## config.mk

```make
export PLATFORM = sky130hd
export DESIGN_NAME = regfile_arbiter
export DESIGN_NICKNAME = d
export VERILOG_FILES = /design/src/rtl/regfile_arb_pkg.sv /design/src/rtl/regfile_arbiter_rr_pick.sv /design/src/rtl/regfile_arbiter.sv
export SDC_FILE = /design/constraint.sdc
export NUM_CORES = 1
export LEC_CHECK = 0
export BUFFER_PORTS_ARGS = -buffer_cell sky130_fd_sc_hd__buf_2
export CAP_MARGIN = 10
export CELL_PAD_IN_SITES_DETAIL_PLACEMENT = 0
export CELL_PAD_IN_SITES_GLOBAL_PLACEMENT = 1
export CORE_ASPECT_RATIO = 0.75
export CORE_MARGIN = 2
export CORE_UTILIZATION = 35
export DETAILED_ROUTE_END_ITERATION = 10
export GPL_ROUTABILITY_DRIVEN = 0
export GPL_TIMING_DRIVEN = 0
export PLACE_DENSITY_LB_ADDON = 0.12
export SYNTH_ARGS = -nofsm -noshare
export SYNTH_HDL_FRONTEND = slang
export SYNTH_SLANG_ARGS = --single-unit
```

## constraint.sdc

```tcl
create_clock -name clk -period 2 [get_ports clk]
set_input_delay 0.2 -clock clk [delete_from_list [all_inputs] [get_ports clk]]
set_output_delay 0.2 -clock clk [all_outputs]
set_load 0.02 [all_outputs]
```

## src/rtl/regfile_arb_pkg.sv

```systemverilog
// Shared types and constants for the register-file arbiter.
// Optional lock feature: REGFILE_ARB_LOCK_EN.
package regfile_arb_pkg;

    typedef enum logic [1:0] {
        IDLE,
        ACCESS,
        CAPTURE,
        RESP
    } arb_state_t;

    localparam int RF_DEPTH = 32;
    localparam int RF_DW    = 8;
    localparam int RF_AW    = 8;

endpackage

```

## src/rtl/regfile_arbiter_rr_pick.sv

```systemverilog
// Combinational round-robin selector: first valid bit at or after ptr wins.
// Returns a one-hot grant, all zero when nothing is valid.
module rr_pick #(
    parameter int N  = 2,
    parameter int PW = (N > 1) ? $clog2(N) : 1
) (
    input  logic [N-1:0]  valid,
    input  logic [PW-1:0] ptr,
    output logic [N-1:0]  grant
);

    logic [PW-1:0] idx;

    // Scan from farthest to nearest so the nearest valid bit is kept.
    always_comb begin
        grant = '0;
        idx   = '0;
        for (int k = N - 1; k >= 0; k--) begin
            idx = PW'((32'(ptr) + 32'(k)) % N);
            if (valid[idx]) begin
                grant      = '0;
                grant[idx] = 1'b1;
            end
        end
    end

endmodule

```

## src/rtl/regfile_arbiter.sv

```systemverilog
// Valid/ready arbiter sharing one 32x8 register file among NREQ requesters.
// Define REGFILE_ARB_LOCK_EN to add req_lock for atomic read-modify-write.
import regfile_arb_pkg::*;

module regfile_arbiter #(
    parameter int NREQ     = 2,
    parameter int DEPTH    = RF_DEPTH,
    parameter int LOCK_MAX = 8
) (
    input  logic                  clk,
    input  logic                  rst_n,
    input  logic [NREQ-1:0]       req_valid,
    output logic [NREQ-1:0]       req_ready,
    input  logic [NREQ-1:0]       req_we,
    input  logic [NREQ*RF_AW-1:0] req_addr,
    input  logic [NREQ*RF_DW-1:0] req_wdata,
    output logic [NREQ-1:0]       rsp_valid,
    input  logic [NREQ-1:0]       rsp_ready,
    output logic [RF_DW-1:0]      rsp_data,
    output logic                  rsp_err,
    output logic [RF_AW-1:0]      rf_address,
    output logic [RF_DW-1:0]      rf_data_in,
    output logic                  rf_enable,
    input  logic [RF_DW-1:0]      rf_data_out
`ifdef REGFILE_ARB_LOCK_EN
    ,
    input  logic [NREQ-1:0]       req_lock
`endif
);

    localparam int GW = $clog2(NREQ);

    arb_state_t      state;
    logic [GW-1:0]   g;
    logic [GW-1:0]   ptr;
    logic [GW-1:0]   gi;
    logic [NREQ-1:0] pick_rr;
    logic [NREQ-1:0] pick;
    logic [RF_AW-1:0] sel_addr;
    logic [RF_DW-1:0] sel_wdata;
    logic            sel_we;
    logic            in_range;
    logic            en_q;
    logic            err_q;
    logic            idle_hs;
    logic            resp_hs;

    rr_pick #(
        .N  (NREQ),
        .PW (GW)
    ) u_pick (
        .valid (req_valid),
        .ptr   (ptr),
        .grant (pick_rr)
    );

`ifdef REGFILE_ARB_LOCK_EN
    logic        lock_pend;
    logic        lock_go;
    logic [15:0] lock_run;

    assign lock_go = lock_pend && req_valid[g];

    always_comb begin
        pick = pick_rr;
        if (lock_go) begin
            pick    = '0;
            pick[g] = 1'b1;
        end
    end

    // lock_run counts consecutive grants to g made under lock.
    always_ff @(posedge clk) begin
        if (!rst_n) begin
            lock_pend <= 1'b0;
            lock_run  <= '0;
        end else if (idle_hs) begin
            lock_pend <= 1'b0;
            if (!lock_go)
                lock_run <= '0;
        end else if (resp_hs) begin
            if (req_lock[g] && 32'(lock_run) < LOCK_MAX - 1) begin
                lock_pend <= 1'b1;
                lock_run  <= lock_run + 16'd1;
            end else begin
                lock_pend <= 1'b0;
                lock_run  <= '0;
            end
        end
    end
`else
    assign pick = pick_rr;
`endif

    always_comb begin
        gi = '0;
        for (int k = 0; k < NREQ; k++)
            if (pick[k])
                gi = GW'(k);
    end

    assign sel_addr  = req_addr[gi*RF_AW +: RF_AW];
    assign sel_wdata = req_wdata[gi*RF_DW +: RF_DW];
    assign sel_we    = req_we[gi];
    assign in_range  = {24'd0, sel_addr} < 32'(DEPTH);

    assign idle_hs = (state == IDLE) && (|pick);
    assign resp_hs = (state == RESP) && rsp_ready[g];

    assign req_ready = (state == IDLE && rst_n) ? pick : '0;

    // Reset suppresses the strobe at once so no negedge write slips through.
    assign rf_enable = en_q & rst_n;

    always_ff @(posedge clk) begin
        if (!rst_n) begin
            state      <= IDLE;
            g          <= '0;
            ptr        <= '0;
            en_q       <= 1'b0;
            err_q      <= 1'b0;
            rf_address <= '0;
            rf_data_in <= '0;
            rsp_valid  <= '0;
            rsp_data   <= '0;
            rsp_err    <= 1'b0;
        end else begin
            unique case (state)
                IDLE: begin
                    if (idle_hs) begin
                        g          <= gi;
                        rf_address <= sel_addr;
                        rf_data_in <= sel_wdata;
                        en_q       <= sel_we & in_range;
                        err_q      <= ~in_range;
                        state      <= ACCESS;
                    end
                end
                ACCESS: begin
                    en_q  <= 1'b0;
                    state <= CAPTURE;
                end
                CAPTURE: begin
                    rsp_data     <= err_q ? '0 : rf_data_out;
                    rsp_err      <= err_q;
                    rsp_valid    <= '0;
                    rsp_valid[g] <= 1'b1;
                    state        <= RESP;
                end
                RESP: begin
                    if (rsp_ready[g]) begin
                        rsp_valid <= '0;
                        ptr       <= (32'(g) == NREQ - 1) ? '0 : g + GW'(1);
                        state     <= IDLE;
                    end
                end
                default: state <= IDLE;
            endcase
        end
    end

endmodule

```

; ---- After elaboration in Yosys (flattened, before gate mapping)
; Index checks and enable logic that the tools add are counted.
[word_totals]
inputBits = 48
regBits = 33
output_inout_bits = 30
wordCells = 70
[classes]
bitwise = 3
eq_ne = 5
reduce_logical = 14
n_mux = 26
shifts = 2
n_lt_le_gt_ge = 8
add_sub_neg = 2
[op_table]
columns = op, n
row1 = indexed part select 16 x 5 -> 8 bit, 2
row2 = two-way mux 1 bit, 14
row3 = two-way mux 2 bit, 5
row4 = AND reduction 2 bit, 5
row5 = < comparator 1 x 2 -> 1 bit (second input constant), 4
row6 = < comparator 8 x 6 -> 1 bit (second input constant), 1
row7 = two-way mux 8 bit, 1
row8 = one-hot mux 2 bit (4 select lines), 1
row9 = logical AND 1 bit, 5
row10 = equality test 2 bit (second input constant), 2
row11 = one-hot mux 2 bit (2 select lines), 1
row12 = nonzero test 2 bit, 2
row13 = demux 1 bit (select 1 bit), 3
row14 = >= comparator 1 bit (second input constant), 3
row15 = adder 1 bit (second input constant), 2
row16 = bitwise AND 1 bit, 2
row17 = equality test 2 x 1 -> 1 bit (second input constant), 1
row18 = zero test 2 bit, 1
row19 = != test 2 x 1 -> 1 bit (second input constant), 1
row20 = != test 2 bit (second input constant), 1
row21 = one-hot mux 1 bit (2 select lines), 1
row22 = OR reduction 2 bit, 1
row23 = inverter 1 bit, 1

; ---- Depth between registers and ports, before layout
[logic_depth]
word_depth = 13
ltp_mapped = 7
depth_no_buf = 6

; ---- By module
; From an unflattened synthesis, not the netlist that was laid out.
[hier_totals]
cells_unflattened = 168
hier_area_um2 = 1535.2
[by_module_without_submodules]
columns = mod, area_per_inst_um2, seq_area_each_um2, n_inst, cells_each
row1 = regfile_arbiter, 1516.5, 660.6, 1, 165
row2 = rr_pick, 18.8, 0.0, 1, 3

; ---- Least setup slack after synthesis
; Ideal clock, no wire load.
[synth_timing]
kind = register to register
from = register state[0]
to = register rf_address[6]
stages_incl_launch_ff = 8
synth_period_minus_slack_ns = 1.345
slack_ns = 0.655
t_arrival_ns = 1.224
required_ns = 1.878
setup_time_ns = 0.122
n_path_buf = 2
cell_sequence = dfxtp_1 inv_1 ha_1 nor2b_2 buf_6 buf_6 o21ai_0 a21oi_1
[synth_between]
elab_chain_len = 3
[synth_lines]
columns = item, line_no
row1 = from (decl), regfile_arbiter.sv:33  ; arb_state_t state;
row2 = from (signal assigned), regfile_arbiter.sv:117  ; state <= IDLE;
row3 = from (signal assigned), regfile_arbiter.sv:136  ; state <= ACCESS;
row4 = from (signal assigned), regfile_arbiter.sv:141  ; state <= CAPTURE;
row5 = zero test 2 bit (*), "regfile_arbiter.sv:107, regfile_arbiter.sv:128"
row6 = logical AND 1 bit, regfile_arbiter.sv:107  ; assign idle_hs = (state == IDLE) && (|pick);
row7 = AND reduction 2 bit (no line) (*), n/a
row8 = to (signal assigned), regfile_arbiter.sv:132  ; rf_address <= sel_addr;
row9 = to (decl), regfile_arbiter.sv:21  ; output logic [RF_AW-1:0] rf_address,
; Every way passes the cells marked *; elsewhere a longest branch is shown, timed or not.
; A chain may end at the register's enable or synchronous reset.

; ---- Final worst setup path
[layout_timing]
from = register state[0]
to = output req_ready[0]
[layout_between]
elab_chain_len = 3
[layout_lines]
columns = item, line_no
row1 = zero test 2 bit, regfile_arbiter.sv:110  ; assign req_ready = (state == IDLE && rst_n) ? pick : '0;
row2 = logical AND 1 bit, regfile_arbiter.sv:110
row3 = two-way mux 2 bit, regfile_arbiter.sv:110
row4 = to (decl), regfile_arbiter.sv:13  ; output logic [NREQ-1:0] req_ready,
; Every way passes these cells.

==> reports/results.tsv <==
stage	metric	value	unit
synth	yosysTopAreaCellShare	41.4	%
setup_path	crit_slowest_cell	dfxtp_1	
setup_path	path_cells	inv_1 > ha_1 > nand2_1 > nor2_1 > buf_2	
setup_path	crit_family	flip-flops	
synth	synth_area_per_cell	9.33	um^2
grt	overflow	0	
timing	finalClockSkew	0.00724	ns
clock_network	clock_path_buffers	2	
floorplan	die-area	5120	um^2
synth	ys_ff_latch	33	
clock_network	cts.sinks	33	
timing	drv_slew	0	
setup_path	r2r-start	state[0]$_SDFFE_PN0P_	
synth	synth.yosys.seq_area_share	41.4	%
routing	viasPerCell	4.74	
routing	vias	1473	
synth	syn_area	1600	um^2
placement	io_buffers	75	
synth	ys_warn_count	0	
setup_path	reg2reg_slack	0.49	ns
setup_path	r2r_end	rf_address[0]$_SDFFE_PN0P_	
timing	fin_crit_sh	79.7	%
synth	synth_area_leaders	dfxtp_1 41%, mux2i_1 12%, a21oi_1 8.5%	
final_layout	final_nets	306	
worst_hold_path	hold_class	in2reg	
floorplan	fp.dieW	82.0	um
floorplan	ioPinCount	78	
timing	finalHoldViolCount	0	
outcome	status	finished, final reports clean	
setup_path	criticalPathCategory	reg2out	
timing	max_freq	628	MHz
power	p_sw	1000	uW
timing	worst_pin_slew	0.423	ns
routing	wl_per_cell	12.5	um
power	clockPowerShare	21.3	%
setup_path	required	1.80	ns
power	pwr-share-comb	42.5	%
grt	grt_pass1_vias	1346	
final_layout	final_layout_size_suffix_gt1_share	38.6	%
routing	drt-total-wl	3.88	mm
routing	remaining_drc_errors	0	
timing	setup_violations	0	
worst_hold_path	whs_path_depth	3	
routing	drtAntennaViolNets	0	
grt	grt_util_all_layers	16.0	%
clock_network	post_cts_buffers	0	
setup_path	critPathMaxStageDelay	0.39	ns
setup_path	arrival	1.39	ns
synth	syn_inst	171	
clock_network	ctsResizeCount	0	
power	p_int	1600	uW
setup_path	cp_max_fo	5	
power	swShare	38.5	%
clock_network	clk_latency	0.29	ns
power	max-vdd-ir-drop	0.494	mV
floorplan	initial_core_util	36.1	%
power	power.static_leakage	0.00108	uW
routing	dr.first_iter.drc_count	51	
timing	min_period	1.59	ns
floorplan	core	4410	um^2
grt	grt_start_max_net_pins	11	
clock_network	cts_max_level	2	
floorplan	num_rows	21	
power	p_per_area	1210	nW/um^2
synth	synth_cell_type_count	31	
power	pwr-share-seq	36.2	%
worst_hold_path	min-delay-start	rf_data_out[7]	
synth	synthesis.nets	224	
final_layout	diodes	0	
setup_path	crit_path_start_kind	flip-flop	
worst_hold_path	min_to	rsp_data[7]$_SDFFE_PN0P_	
clock_network	cts_tree	yes	
routing	dr.pass1.iters	4	
final_layout	final_core_util	48.6	%
final_layout	area_delta_synth_final	34.4	%
setup_path	critPathBufInv	2	
timing	rsz0062_at_grt	false	
grt	grt_pass1_wl	6.26	mm
timing	final.setup.tns	0	ns
placement	dpl.hpwl	2.86	mm
clock_network	cts_root_buffer	clkbuf_8	
setup_path	critPathCaptureType	output pin	
run	max_cap_viol_count	0	
timing	relSlewSlack	71.8	%
setup_path	reg2reg_depth	7	
clock_network	cts_buffers	5	
clock_network	cts_hold_buf	0	
floorplan	die_h	62.5	um
synth	yosysTopAreaCell	dfxtp_1	
grt	antenna_found_initial	0	
clock_network	cts.clk_slew.worst_paths	0.07	ns
## layout by cell type, fill, tap and decap left out, types with 2 or more instances in the layout
cell and n:
a21oi_1 27, a31o_2 2, and2_1 2, buf_2 78
buf_6 3, clkbuf_1 4, clkbuf_8 7, dfxtp_1 33
ha_1 5, inv_1 2, mux2i_1 19, nand2_1 7
nand3_1 2, nor2_1 6, nor2b_1 18, nor4b_1 2
o21ai_0 15, o21ai_1 7
## state kept, by name, summed over array words and instances, names as in the netlist
signal	count
rf_address	8
rf_data_in	8
rsp_err	1
ptr	1
g	1
en_q	1
rsp_valid	2
rsp_data	8
err_q	1
state	2
## how the worst max path moves through the flow
stage / startpoint / end / cells after the start
3_5_place_dp: state[0]$_SDFFE_PN0P_ / rf_address[0]$_SDFFE_PN0P_ / 7
6_report: state[0]$_SDFFE_PN0P_ / req_ready[0] / 5
2_1_floorplan: state[0]$_SDFFE_PN0P_ / rf_address[6]$_SDFFE_PN0P_ / 7
4_1_cts: state[0]$_SDFFE_PN0P_ / req_ready[0] / 5
3_3_place_gp: state[0]$_SDFFE_PN0P_ / rsp_valid[1]$_SDFFE_PN0P_ / 5
5_1_grt: state[0]$_SDFFE_PN0P_ / rsp_data[3]$_SDFFE_PN0P_ / 6
## Yosys cell counts
| library cell | number |
|---|---|
| a31oi_1 | 1 |
| ha_1 | 5 |
| and2_1 | 2 |
| buf_2 | 3 |
| nand2_1 | 7 |
| buf_4 | 1 |
| o21ai_0 | 15 |
| mux2i_1 | 19 |
| and4b_1 | 1 |
| mux2_1 | 1 |
| buf_8 | 1 |
| nor4bb_1 | 1 |
| o21ai_1 | 7 |
| buf_6 | 3 |
| nor2_1 | 6 |
| a31o_2 | 2 |
| a21boi_0 | 1 |
| nor3b_1 | 1 |
| nand2b_1 | 1 |
| nand2b_4 | 1 |
| clkbuf_1 | 4 |
| a21oi_1 | 27 |
| nand2_8 | 1 |
| nor4b_1 | 2 |
| nor2b_2 | 1 |
| inv_1 | 2 |
| dfxtp_1 | 33 |
| o41ai_2 | 1 |
| nand3_1 | 2 |
| nor2b_1 | 18 |
| nor2_2 | 1 |
## worst min-delay path, delay by kind of cell
family                 cells  cell delay, ns
AND/OR/NAND/NOR            1            0.09
buffers and inverters      1            0.07
AO/OA/AOI/OAI              1            0.05
## power groups by stage
| stage | logic (uW) | clock network, uW | registers (uW) |
|---|---|---|---|
| 2_1_floorplan | 603 | 0 | 1120 |
| 6_report | 1110 | 555 | 941 |
| 3_5_place_dp | 1120 | 0 | 950 |
| 3_3_place_gp | 1110 | 0 | 956 |
| 5_1_grt | 1230 | 601 | 961 |
| 4_1_cts | 1120 | 573 | 940 |
## cell type report
type,instances,area [um^2]
fillers,473,2270
multi-input cells,124,841
flip-flops and latches,33,661
repair buffers,75,375
clock buffers,7,96.3
plain buffers,12,86.3
well taps,57,71.3
inverters,2,7.51
clock inverters,1,5.00
## metrics by stage
stage | hold slack [ns] | total power, uW | worst slack (ns) | area, um^2 | instances
after CTS | 0.148 | 2630 | 0.402 | 2140 | 311
after global placement | 0.454 | 2070 | 0.511 | 2040 | 303
after global routing | 0.160 | 2790 | 0.286 | 2140 | 311
final | 0.158 | 2600 | 0.406 | 2140 | 311
after detailed placement | 0.457 | 2070 | 0.507 | 2040 | 303
after floorplan | 0.361 | 1730 | 0.655 | 1600 | 171
## cell families after synthesis
kind of cell               Yosys count  synth area share, %
buffers and inverters               14                 5.88
muxes                               20                 12.6
adders and majority gates            5                 3.92
AOI/OAI and AO/OA                   54                 18.4
and+or+nand+nor                     45                 17.8
DFF                                 33                 41.4
## metal layers
metal  routed length, um  up-vias  GRT usage, %  part of all wire [%]
li1                    -      761             -                     -
met5                   0        -             0                     0
met2                1570       45          22.5                    41
met4                  64        0          6.25                   1.7
met3                 260        7          5.06                   6.7
met1                1980      660          22.5                    51
Note: power is estimated with default switching activity, not from simulation.
